[src/rtl/rx_prbs_ber_checker.sv]
// rx_prbs_ber_checker: QPSK PRBS9 receive checker.
// Decimates the oversampled I/Q samples at a chosen phase and slices each
// branch to one bit. A per-branch FSM self-synchronises a local PRBS9 and
// grants lock. While both branches are locked, decisions and bit errors are
// counted for BER measurement.
// Build option: define RX_BER_SAT_EN to make the counters saturate at
// all-ones. When it is left undefined, the counters wrap.

// Per-branch PRBS9 synchroniser and lock tracker.
module rx_prbs_ber_branch #(
  parameter int LOCK_WINDOW  = 511,
  parameter int LOCK_ERR_MAX = 32
) (
  input  logic i_clock,
  input  logic i_reset,
  input  logic i_enable,
  input  logic dec_vld,
  input  logic rx_bit,
  output logic lock,
  output logic mis
);

  typedef enum logic {LOAD, CHECK} state_t;

  localparam int WW = $clog2(LOCK_WINDOW + 1);

  state_t        state;
  logic [8:0]    lfsr;
  logic [3:0]    load_cnt;
  logic [WW-1:0] win_cnt;
  logic [WW-1:0] win_err;
  logic          pred;
  logic [8:0]    lfsr_load;
  logic [WW:0]   err_tot;

  // x^9+x^5+1 : the next bit is the bit from 9 decisions ago XOR the bit from 5 decisions ago
  assign pred      = lfsr[8] ^ lfsr[4];
  assign lfsr_load = {lfsr[7:0], rx_bit};
  assign mis       = (state == CHECK) && (rx_bit != pred);
  assign err_tot   = {1'b0, win_err} + {{WW{1'b0}}, mis};

  // LOAD fills the LFSR from the line; CHECK free-runs the LFSR and scores each window
  always_ff @(posedge i_clock or negedge i_reset) begin
    if (!i_reset) begin
      state    <= LOAD;
      lfsr     <= '0;
      load_cnt <= '0;
      win_cnt  <= '0;
      win_err  <= '0;
      lock     <= 1'b0;
    end else if (i_enable && dec_vld) begin
      case (state)
        LOAD: begin
          lfsr <= lfsr_load;
          if (load_cnt == 4'd8) begin
            load_cnt <= '0;
            // An all-zero seed would lock the LFSR up, so collect nine fresh bits again
            if (lfsr_load != 9'd0) begin
              state   <= CHECK;
              win_cnt <= '0;
              win_err <= '0;
            end
          end else begin
            load_cnt <= load_cnt + 4'd1;
          end
        end
        CHECK: begin
          // Feed back the prediction so that one line error stays a single error
          lfsr <= {lfsr[7:0], pred};
          if (win_cnt == WW'(LOCK_WINDOW - 1)) begin
            win_cnt <= '0;
            win_err <= '0;
            if (err_tot <= (WW+1)'(LOCK_ERR_MAX)) begin
              lock <= 1'b1;
            end else begin
              lock  <= 1'b0;
              state <= LOAD;
            end
          end else begin
            win_cnt <= win_cnt + WW'(1);
            win_err <= err_tot[WW-1:0];
          end
        end
        default: state <= LOAD;
      endcase
    end
  end

endmodule


[config.mk]
export PLATFORM = sky130hd
export DESIGN_NAME = rx_prbs_ber_branch
export DESIGN_NICKNAME = d
export VERILOG_FILES = /design/src/rtl/rx_prbs_ber_checker.sv
export SDC_FILE = /design/constraint.sdc
export NUM_CORES = 1
export LEC_CHECK = 0
export CELL_PAD_IN_SITES_DETAIL_PLACEMENT = 0
export CELL_PAD_IN_SITES_GLOBAL_PLACEMENT = 1
export CORE_MARGIN = 1
export CORE_UTILIZATION = 50
export DETAILED_ROUTE_END_ITERATION = 12
export GPL_TIMING_DRIVEN = 1
export PLACE_DENSITY_LB_ADDON = 0.1
export SETUP_SLACK_MARGIN = 0.1
export SYNTH_ARGS = -nofsm -noshare
export SYNTH_HDL_FRONTEND = slang
export SYNTH_SLANG_ARGS = --single-unit
export TNS_END_PERCENT = 5
[constraint.sdc]
create_clock -name i_clock -period 6.8 [get_ports i_clock]
set_input_delay 1.36 -clock i_clock [delete_from_list [all_inputs] [get_ports i_clock]]
set_output_delay 1.36 -clock i_clock [all_outputs]
set_load 0.05 [all_outputs]
Word-level counts from Yosys, hierarchy flattened
Cells that the tools add are included.
- register bits after elaboration: 33
- bits in latches: 0
- bits in writable memories: 0
- ROM bits: 0
- output and inout port bits: 2
- memories: 0
- add/subtract/negate cells: 3
- multiply operators: 0
- div/mod/pow operators: 0
- order comparisons: 1
- equal/unequal tests: 5
- shift operators: 0
- muxes and demuxes: 13
- bitwise gates (word level): 2
- reduce and logical (&&, ||, !) cells: 6
- operator list (kind ; number):
    9-bit one-hot mux with 2 select lines ; 3
    9-bit 2-to-1 mux ; 4
    9-bit by 1-bit adder with 10-bit output ; 1
    10-bit by 6-bit less-or-equal comparator with 1-bit output (second input constant) ; 1
    9-bit by 1-bit adder with 9-bit output (second input constant) ; 1
    9-bit equality test (second input constant) ; 1
    9-bit nonzero test ; 1
    3-bit AND reduction ; 2
    4-bit by 1-bit adder with 4-bit output (second input constant) ; 1
    4-bit equality test (second input constant) ; 1
    1-bit 2-to-1 mux ; 4
    4-bit 2-to-1 mux ; 1
    2-bit != test (second input constant) ; 2
    1-bit logical AND ; 2
    1-bit one-hot mux with 2 select lines ; 1
    2-bit AND reduction ; 1
    1-bit != test ; 1
    1-bit NOT ; 1
    1-bit bitwise XOR ; 1

Depth between registers and ports, before layout
Gate-level depths: netlist of the first run.
- depth after elaboration: 8
- gate-level depth with buffers: 10

Worst setup path before layout of the first run
Ideal clock, no wire load.
- path type: input to register
- from: input rx_bit
- to: register lock
- data arrival time: 3290 ps
- required time: 6733 ps
- setup slack: 3444 ps
- stages on the path: 9
- path through: nor2_1 -> o21a_1 -> ha_1 -> ha_1 -> and4_2 -> xnor2_1 -> nand3_1 -> a211oi_2 -> mux2_2
- longest elaborated chain between the ends: 5
- ends and longest elaborated chain (what ; RTL line ; text):
    start, declared ; 18 ; input logic rx_bit,
    1-bit != test ; 39 ; assign mis = (state == CHECK) && (rx_bit != pred);
    1-bit logical AND ; 39 ;
    named net mis ; 20 ; output logic mis
    9-bit by 1-bit adder with 10-bit output ; 40 ; assign err_tot = {1'b0, win_err} + {{WW{1'b0}}, mis};
    10-bit by 6-bit less-or-equal comparator with 1-bit output ; 73 ; if (err_tot <= (WW+1)'(LOCK_ERR_MAX)) begin
    1-bit 2-to-1 mux ; 73 ;
    end signal, assigned ; 50 ; lock <= 1'b0;
    end signal, assigned ; 74 ; lock <= 1'b1;
    end signal, assigned ; 76 ; lock <= 1'b0;
    end, declared ; 19 ; output logic lock,
The timed path passes the listed nets, and every way through them passes these cells.
A chain may end at the register's enable or synchronous reset.

Worst setup path in the final report of the first run
- from: input rx_bit
- to: output mis
- longest elaborated chain between the ends: 2
- ends and longest elaborated chain (what ; RTL line):
    1-bit != test ; 39
    1-bit logical AND ; 39
    end, declared ; 20
Every way passes these cells.

==> flow_summary.toml, run 1 <==
[drt]
wl_per_cell_um = 13.54
drtAntennaViolNets = 0
vias = 1368
drt-total-wl_um = 3249
drt_iter0_markers = 84
route.detailed.drc = 0
via_per_inst = 5.700
firstDrtPassIters = 4

[layout]
syn2layout_area_growth_pct = 7.849
layout-drive-gt1-share_pct = 14.43
final_cells = 240
nets = 204
diodes = 0

[clock_network]
cts-root-buf = "clkbuf_4"
cts_tree = "yes"
clk_pin_slew_worst_paths_ns = 0.09
cts_resized = 0
cts_setup_buffers = 0
cts_num_sinks = 33
insertion_delay_ns = 0.33
cts_buffers = 5
h-tree-depth = 2
clk_path_buf_depth = 2
ctsHoldBuffers = 0

[placed_design]
dp_cells = 232
gp_congestion = 0.6984
hpwl_um = 2258
io_buffers = 6

[pwr]
power.leakage_nw = 0.8553
power.density_mw_per_mm2 = 314.4
peakVddDrop_mv = 0.1140

[floorplanning]
io_pins = 7
start_util_pct = 52.68
die_x_um = 61.76
die-area_mm2 = 0.003814
placeableCoreArea_mm2 = 0.003390
num_rows = 21
die_y_um = 61.76

[global_route]
grt_usage_pct = 20.30
grt_max_degree = 34
grt_pass1_vias = 1285
antenna_found_initial = 0
grt_pass1_wl_um = 5520
overflow = 0

[logic_synthesis]
mappedNetlistArea_mm2 = 0.001785
synth_edf_count = 0
netlist_instances = 185
ys.flop_type = "dfrtp_1"
ys_warn_count = 0
yosysUniqueCellTypes = 39
synth_nets = 196
async_flop_share_pct = 100.0
avgSynthCellArea_um2 = 9.651
synth_seq_area_share_pct = 46.25
synth_seq_cells = 33

[critical_path]
critPathMaxFanout = 4
path_class = "in2out"
required_ns = 5.44
start_kind = "primary input"
startpoint = "rx_bit"
cp.arrival_ns = 2.96
critPathCaptureType = "output pin"
timing.rr.start = "lfsr[4]$_DFFE_PN0P_"

[timing]
worst_clock_skew_ns = 0.009620
relSlewSlack_pct = 46.92
hold_viol = 0
fmax_mhz = 231.4
fin_crit_ns = 4.321
tightest_slew_ns = 0.7962
setup_tns_ns = 0
rsz0062_at_grt = "false"
finalSetupViolCount = 0
slew_violations = 0
fin_crit_sh_pct = 63.54

[min_path]
hold_path.class = "reg2reg"
hold_path_startpoint = "win_cnt[8]$_DFFE_PN0P_"

[job]
maxCapViolations = 0

[status]
status = "finished, final reports clean"
## per-layer routing
metal,GRT usage [%],vias up,routed length [um]
li1,-,679,-
met1,24.57,662,1548
met2,34.25,22,1529
met3,4.969,5,120
met4,9.206,0,51
met5,0,-,0
## cells by family after synthesis
group	after synthesis	share of synthesized area [%]
AND/OR/NAND/NOR	68	19.90
AO/OA/AOI/OAI	54	18.29
flip-flops	33	46.25
buffers and inverters	10	2.873
multiplexers	10	6.517
adder cells (fa/ha/maj)	6	4.205
XOR/XNOR	4	1.963
## metrics by stage
stage	hold WS [ns]	util, %	cell area [um^2]	power, W	setup slack, ns
3_3_place_gp	0.4693	55.30	1874	0.0004939	2.494
6_report	0.4850	56.81	1926	0.0006055	2.479
2_1_floorplan	0.4487	-	1785	0.0004511	3.444
3_5_place_dp	0.4667	55.30	1874	0.0005070	2.476
4_1_cts	0.4901	56.81	1926	0.0006125	2.468
5_1_grt	0.5246	56.81	1926	0.0006580	2.397
## synth_stat cells (all sizes together), types with 4 or more instances
cell | n | area (um^2)
and3 | 5 | 31.28
nand2 | 23 | 86.33
nor2 | 15 | 56.30
dfrtp | 33 | 825.8
nand3 | 7 | 47.55
o21ai | 32 | 163.9
nor3 | 5 | 36.29
buf | 4 | 28.78
a21oi | 8 | 43.79
inv | 4 | 15.01
mux2 | 10 | 116.4
ha | 6 | 75.07
## flip-flops by register name, summed over array words and instances (netlist names)
signal / count
lfsr: 9
win_cnt: 9
win_err: 9
load_cnt: 4
lock: 1
state: 1
## power breakdown
group,switching (W),internal (W),total [W]
sequential,0.0000502,0.000248,0.000299
clock,0.0000667,0.0000394,0.000106
combinational,0.000110,0.0000909,0.000201
## cells in the final DEF, fill, tap and decap left out, drive strengths merged, types with 2 or more instances in the layout
| cell | synthesis | layout |
|---|---|---|
| dfrtp | 33 | 33 |
| o21ai | 32 | 32 |
| nand2 | 23 | 23 |
| nor2 | 15 | 15 |
| mux2 | 10 | 10 |
| a21oi | 8 | 8 |
| nand3 | 7 | 7 |
| ha | 6 | 6 |
| clkdlybuf4s50 | 0 | 6 |
| clkbuf | 2 | 6 |
| and3 | 5 | 5 |
| nor3 | 5 | 5 |
| inv | 4 | 4 |
| nor4 | 3 | 3 |
| xnor2 | 3 | 3 |
| o41ai | 3 | 3 |
| a22o | 3 | 3 |
| nand4 | 3 | 3 |
| and2b | 3 | 3 |
| a21o | 2 | 2 |
| o31ai | 2 | 2 |
| clkinv | 0 | 2 |
## path summary, 6_finish.rpt
check	slack [ns]	cells past startpoint	to
worst max-delay path	2.48	4	mis
worst min-delay path	0.49	1	win_cnt[8]$_DFFE_PN0P_
worst max register to register	4.27	10	lock$_DFFE_PN0P_
worst min register to register	0.49	1	win_cnt[8]$_DFFE_PN0P_
max in group asynchronous	5.09	2	win_cnt[0]$_DFFE_PN0P_
min in group asynchronous	1.42	2	lfsr[4]$_DFFE_PN0P_
## cell type report
type / count / area (um^2)
Clock buffer: 6 / 41.29
Clock inverter: 2 / 10.01
Fill cell: 302 / 1464
Inverter: 4 / 15.01
Multi-Input combinational cell: 142 / 908.4
Sequential cell: 33 / 825.8
Tap cell: 46 / 57.56
Timing Repair Buffer: 7 / 67.56
## critical path: stages
cell and delay, ns:
clkdlybuf4s50_1 0.52, and2_1 0.14, o21a_1 0.14, clkdlybuf4s50_1 0.80
Power figures use the tool's default switching activity.
==> inputs of run 2 (changes only) <==
--- a/config.mk
+++ b/config.mk
@@ -8,7 +8,7 @@
 export CELL_PAD_IN_SITES_DETAIL_PLACEMENT = 0
 export CELL_PAD_IN_SITES_GLOBAL_PLACEMENT = 1
 export CORE_MARGIN = 1
-export CORE_UTILIZATION = 50
+export CORE_UTILIZATION = 47
 export DETAILED_ROUTE_END_ITERATION = 12
 export GPL_TIMING_DRIVEN = 1
 export PLACE_DENSITY_LB_ADDON = 0.1
==> constraint.sdc (replaced) <==
create_clock -name i_clock -period 4.1 [get_ports i_clock]
set_input_delay 0.82 -clock i_clock [delete_from_list [all_inputs] [get_ports i_clock]]
set_output_delay 0.82 -clock i_clock [all_outputs]
set_load 0.05 [all_outputs]
==> run 2 against run 1 <==
  * Non-clock buffer count is the same
  * Sequential cell count is the same
  * Largest cell class unchanged
  * Register-to-register slack lost 2.7 ns
  * Sequential power grew 65%
  * Critical path type unchanged
  * Global-route usage shrank 0.86 points
  * Utilization shrank 1.8 points
==> flow_summary.toml, run 2 (same netlist as run 1, synthesis figures left out) <==
[critical_path]
timing.rr.start = "lfsr[4]$_DFFE_PN0P_"
critPathCaptureType = "output pin"
path_class = "in2out"
cp.arrival_ns = 2.40
critPathMaxFanout = 4
start_kind = "primary input"
startpoint = "rx_bit"
required_ns = 3.28

[clock_network]
cts_resized = 0
insertion_delay_ns = 0.29
cts_num_sinks = 33
clk_path_buf_depth = 2
cts_buffers = 5
ctsHoldBuffers = 0
clk_pin_slew_worst_paths_ns = 0.07
cts_tree = "yes"
cts-root-buf = "clkbuf_8"
cts_setup_buffers = 0
h-tree-depth = 2

[layout]
multiInputGateArea_um2 = 908.4
final_common_cell = "dfrtp_1"
fillers = 320
area.sequential_um2 = 825.8
syn2layout_area_growth_pct = 12.82
diodes = 0
final_cells = 242
final_core_utilization_pct = 55.02
largestRegisters = "lfsr x9, win_cnt x9, win_err x9"
nets = 204
layout-drive-gt1-share_pct = 14.95
final_cell_mix = "dfrtp_1 (33), o21ai_0 (31), nand2_1 (23)"

[placed_design]
hpwl_um = 2305
gp_congestion = 0.8028
io_buffers = 6
dp_cells = 234

[pwr]
seq_power_share_pct = 41.1
power.density_mw_per_mm2 = 597.1
power.leakage_nw = 0.8920
finalPower_w = 0.001203
swShare_pct = 32.77
internal_power_w = 0.0008086
peakVddDrop_mv = 0.2312
p_comb_share_pct = 27.8
p_clk_share_pct = 31.1
p_switching_w = 0.0003942

[global_route]
antenna_found_initial = 0
grt_busiest_layer = "met2"
grt_util_met1_pct = 25.17
grt_use_met3_pct = 5.616
grt_pass1_vias = 1330
use_met2_pct = 30.32
grt_max_degree = 34
grt_pass1_wl_um = 6058
grt_usage_pct = 19.44
overflow = 0

[floorplanning]
num_rows = 22
die_x_um = 63.64
io_pins = 7
die_y_um = 63.64
start_util_pct = 48.77
die-area_mm2 = 0.004049
placeableCoreArea_mm2 = 0.003661

[drt]
firstDrtPassIters = 4
wl_per_cell_um = 13.63
drtAntennaViolNets = 0
drt-total-wl_um = 3298
route.detailed.drc = 0
vias = 1362
via_per_inst = 5.628
drt_iter0_markers = 74

[timing]
slew_violations = 0
holdWs_ns = 0.4976
hold_viol = 0
fmax_mhz = 310.4
fin_crit_sh_pct = 78.58
worst_clock_skew_ns = 0.005381
rsz0062_at_grt = "false"
tightest_slew_ns = 0.7878
fin_crit_ns = 3.222
relSlewSlack_pct = 47.48
setup_tns_ns = 0
finalSetupViolCount = 0

[min_path]
hold_path.class = "reg2reg"
hold_path_startpoint = "win_cnt[8]$_DFFE_PN0P_"

[status]
status = "finished, final reports clean"

[job]
maxCapViolations = 0
==> run 2: changes by cell type in the layout (fill, tap and decap cells not counted), sizes merged <==
cell | before | now
bufinv | 0 | 2
clkbuf | 6 | 5
clkinv | 2 | 0
inv | 4 | 5
==> run 2: worst paths after layout <==
path	endpoint	slack, ns	cells past startpoint
max in group asynchronous	win_cnt[2]$_DFFE_PN0P_	2.87	2
min in group asynchronous	lfsr[5]$_DFFE_PN0P_	0.92	2
worst max-delay path	mis	0.88	4
worst min register to register	win_cnt[8]$_DFFE_PN0P_	0.50	1
worst max register to register	lock$_DFFE_PN0P_	1.60	10
worst min-delay path	win_cnt[8]$_DFFE_PN0P_	0.50	1
==> run 2: layer usage <==
metal	share of wire [%]	vias up
li1	-	685
met1	50	650
met2	45	21
met3	3.8	6
met4	1.6	0
met5	0	-
==> run 2: critical path, stage by stage <==
cell and delay, ns:
clkdlybuf4s50_1 0.51, and2_1 0.14, o21a_1 0.13, clkdlybuf4s50_1 0.80
==> run 2: power by group through the flow <==
stage	registers, W	clock network (W)	logic, W
floorplan	0.000479	0	0.000269
global placement	0.000498	0	0.000327
detailed placement	0.000503	0	0.000337
CTS	0.000496	0.000383	0.000339
global route	0.000514	0.000398	0.000380
finish	0.000494	0.000374	0.000334
==> run 2: area by class of cell <==
type / count / area share [%]
Sequential cell: 33 / 40.99
Clock inverter: 3 / 3.416
Timing Repair Buffer: 7 / 3.354
Multi-Input combinational cell: 142 / 45.09
Clock buffer: 5 / 3.416
Inverter: 4 / 0.7453
Tap cell: 48 / 2.981
==> run 2: per-stage QoR <==
step	cell area, um^2	setup slack, ns
2_1_floorplan	1785	1.284
3_3_place_gp	1877	0.8917
3_5_place_dp	1877	0.8789
4_1_cts	2014	0.8689
5_1_grt	2014	0.8149
6_report	2014	0.8782
==> variant 1 (config.mk and constraints of run 1) <==
Change the parameter `LOCK_WINDOW` from 511 to 1022.
--- a/src/rtl/rx_prbs_ber_checker.sv
+++ b/src/rtl/rx_prbs_ber_checker.sv
@@ -9,5 +9,5 @@
 // Per-branch PRBS9 synchroniser and lock tracker.
 module rx_prbs_ber_branch #(
-  parameter int LOCK_WINDOW  = 511,
+  parameter int LOCK_WINDOW  = 1022,
   parameter int LOCK_ERR_MAX = 32
 ) (
Formal check against the unedited RTL: same outputs for any inputs over 10 cycles, from zero or initial values and one cycle with i_reset low; that may be too few to reach the edited logic, so the function may still have changed.
==> variant 1 against run 1 <==
Synthesized area grew 8.4%; power grew 16%; worst setup slack lost 0.12 ns; critical path type unchanged; sequential cell count grew 2; routed wire length grew 12%; cell area grew 9.1%; highest routed layer unchanged; global-route usage grew 0.091 points; critical path depth is the same; via count grew 10%; count of clock-buffer cells in the layout is the same; clock skew shrank 0.0044 ns; die area grew 8.1%.
==> variant 1: results (changes against run 1) <==
[routing]
wire_per_inst_um = 14.60  ; was 13.54 µm
drt_iter0_markers = 43  ; was 84
wl_met2_um = 1669  ; was 1529 µm
num_vias = 1505  ; was 1,368
wl_met3_um = 94  ; was 120 µm

[power]
cellLeakagePower_uw = 0.0009432  ; was 0.0008553 µW
netSwitchingPower_uw = 260.3  ; was 226.9 µW
vdd_ir_drop_max_v = 0.0001276  ; was 0.0001140 V

[synth]
synth_fa_ha_area_frac = 0.04525  ; was 0.04205
synth_compound_area_frac = 0.1978  ; was 0.1829
muxShareOfSynthArea = 0.05753  ; was 0.06517
synth_xor_area_frac = 0.01357  ; was 0.01962

[grt]
grt_pass1_wl_um = 6279  ; was 5520 µm
grt_usage = 0.2039  ; was 0.2030
grt_pass1_vias = 1346  ; was 1,285
grt_use_met3 = 0.05357  ; was 0.04969
grt_util_met2 = 0.3152  ; was 0.3425

[critical_path]
arrival_ns = 3.08  ; was 2.96 ns
r2r_end = win_err[8]  ; was lock
r2r_cells = 9  ; was 10
worstPathMaxFanout = 3  ; was 4
max_stage_delay_ns = 0.85  ; was 0.80 ns

[final_layout]
multi_input_cells = 146  ; was 142
inverters = 6  ; was 4
reg_top3 = win_cnt (10), win_err (10), lfsr (9)  ; was lfsr (9), win_cnt (9), win_err (9)
multiInputGateArea_um2 = 987.2  ; was 908.4 µm²
clkCellAreaFrac = 0.04169  ; was 0.02664

[worst_hold_path]
min_from = lock  ; was win_cnt[8]
holdPathEnd = lock  ; was win_cnt[8]
holdPathStages = 2  ; was 1

[clocking]
clkLatencyLatePin_ns = 0.29  ; was 0.33 ns
cts_root_buffer = clkbuf_8  ; was clkbuf_4
cts.clk_slew.worst_paths_ns = 0.07  ; was 0.09 ns

[place]
hpwl_um = 2491  ; was 2258 µm
place.gp.congestion = 0.7680  ; was 0.6984
dp_slack_ns = 2.336  ; was 2.476 ns
placed_cell_area_um2 = 2013  ; was 1874 µm²

[outcome]
outcome = complete, no violations  ; unchanged

-- variant 1: cell count changes after synthesis, moves of 3 or more --
cell             run 1  this run
a211o_1              0         4
a21oi_1              7        13
a31oi_1              1        10
and3_1               5        10
nand2_1             23        16
nand2b_1             0         3
nand3_1              6         9
nor2_1              15         8
o21ai_0             31         6
o41ai_1              3         0
or3_1                0         3
-- variant 1: stage by stage --
step,hold WS (ns),instances
floorplan,0.4684,195
global placement,0.4893,242
detailed placement,0.5005,242
CTS,0.5213,249
global route,0.5526,249
finish,0.5172,249
-- variant 1: worst max-delay path by stage --
stage / endpoint / slack [ns] / cells after the start
finish: mis / 2.36 / 4
global route: mis / 2.28 / 4
detailed placement: mis / 2.34 / 4
global placement: mis / 2.41 / 4
floorplan: win_err[8] / 3.14 / 8
CTS: mis / 2.34 / 4
==> variant 2 (config.mk and constraints of run 1) <==
Without the edit above. Add an input register stage for `i_enable`, `dec_vld` and `rx_bit`, without a reset; this delays them by one clock.
--- a/src/rtl/rx_prbs_ber_checker.sv
+++ b/src/rtl/rx_prbs_ber_checker.sv
@@ -25,4 +25,14 @@
   localparam int WW = $clog2(LOCK_WINDOW + 1);
 
+  logic i_enable_q;
+  logic dec_vld_q;
+  logic rx_bit_q;
+
+  always_ff @(posedge i_clock) begin
+    i_enable_q <= i_enable;
+    dec_vld_q  <= dec_vld;
+    rx_bit_q   <= rx_bit;
+  end
+
   state_t        state;
   logic [8:0]    lfsr;
@@ -36,6 +46,6 @@
   // x^9+x^5+1 : the next bit is the bit from 9 decisions ago XOR the bit from 5 decisions ago
   assign pred      = lfsr[8] ^ lfsr[4];
-  assign lfsr_load = {lfsr[7:0], rx_bit};
-  assign mis       = (state == CHECK) && (rx_bit != pred);
+  assign lfsr_load = {lfsr[7:0], rx_bit_q};
+  assign mis       = (state == CHECK) && (rx_bit_q != pred);
   assign err_tot   = {1'b0, win_err} + {{WW{1'b0}}, mis};
 
@@ -49,5 +59,5 @@
       win_err  <= '0;
       lock     <= 1'b0;
-    end else if (i_enable && dec_vld) begin
+    end else if (i_enable_q && dec_vld_q) begin
       case (state)
         LOAD: begin
Formal check against the unedited RTL: not equivalent (a bounded check fails within 10 cycles, from zero or initial values and one cycle with i_reset low).
==> variant 2 against run 1 <==
Count of clock-buffer cells in the layout increased by 1; routed wire length grew 2.3%; synthesized area increased by 3.4%; via count grew 1.4%; worst setup slack better by 0.96 ns; power grew 5.1%; cell area increased by 4.7%; worst hold slack improved by 0.0046 ns; synthesized cell count up 1.6%; sequential cell count is 3 higher; final cell count increased by 1.3%; critical path type is now reg2out; largest cell class unchanged.
==> variant 2: results (changes against run 1) <==
[outcome]
outcome = complete, no violations  ; unchanged

[critical_path]
r2r_slack_ns = 4.37  ; was 4.27 ns
arrival_ns = 2.00  ; was 2.96 ns

[sta]
slew_headroom = 0.4701  ; was 0.4692
finClkSkew_ns = 0.008842  ; was 0.009620 ns
hold_ws_ns = 0.4897  ; was 0.4850 ns
period_share = 0.4947  ; was 0.6354

[grt]
grt_util_met2 = 0.3057  ; was 0.3425
grt_pass1_wl_um = 6016  ; was 5520 µm
grt_pass1_vias = 1328  ; was 1,285
grt_use_met3 = 0.04927  ; was 0.04969

[final_layout]
drive_gt1_frac = 0.1371  ; was 0.1443
fillCellCount = 307  ; was 302
fin_nets = 207  ; was 204
ff_latch_area_um2 = 885.9  ; was 825.8 µm²

[synth]
ys_types = 40  ; was 39
synthesis.nets = 199  ; was 196

[routing]
finalWirelength_um = 3325  ; was 3249 µm
num_vias = 1387  ; was 1,368
vias_per_cell = 5.708  ; was 5.700

[power]
vdd_ir_drop_max_v = 0.0002204  ; was 0.0001140 V

[place]
placed_cell_area_um2 = 1934  ; was 1874 µm²
dp_cells = 235  ; was 232

[clocking]
cts_root_buffer = clkbuf_8  ; was clkbuf_4
clkLatencyLatePin_ns = 0.29  ; was 0.33 ns

variant 2: changes by cell type after synthesis, sizes merged:
cell | run 1 | this run
dfxtp | 0 | 3
variant 2: kinds of logic (layout without fill, tap and decap cells):
group                      count (synthesis)  count (layout)  share of synthesized area
xor gates and xnor gates                   4               4                    0.01899
DFF                                       36              36                     0.4800
and+or+nand+nor                           68              68                     0.1925
AOI/OAI and AO/OA                         54              54                     0.1770
buffers and inverters                     10              19                    0.02780
muxes                                     10              10                    0.06305
adders and majority gates                  6               6                    0.04068
variant 2: where the power goes:
group          total, µW  internal (µW)  leakage [µW]  switching, µW
Sequential           314            266      0.000457           48.2
Clock                144           71.8     0.0000422           72.1
Combinational        179           82.3      0.000399           96.3
variant 2: area by class of cell:
type / count / share of cell area
Clock inverter: 1 / 0.002483
Sequential cell: 36 / 0.4395
Clock buffer: 7 / 0.03786
Timing Repair Buffer: 7 / 0.03352
Tap cell: 46 / 0.02855
Multi-Input combinational cell: 142 / 0.4507
Inverter: 4 / 0.007449
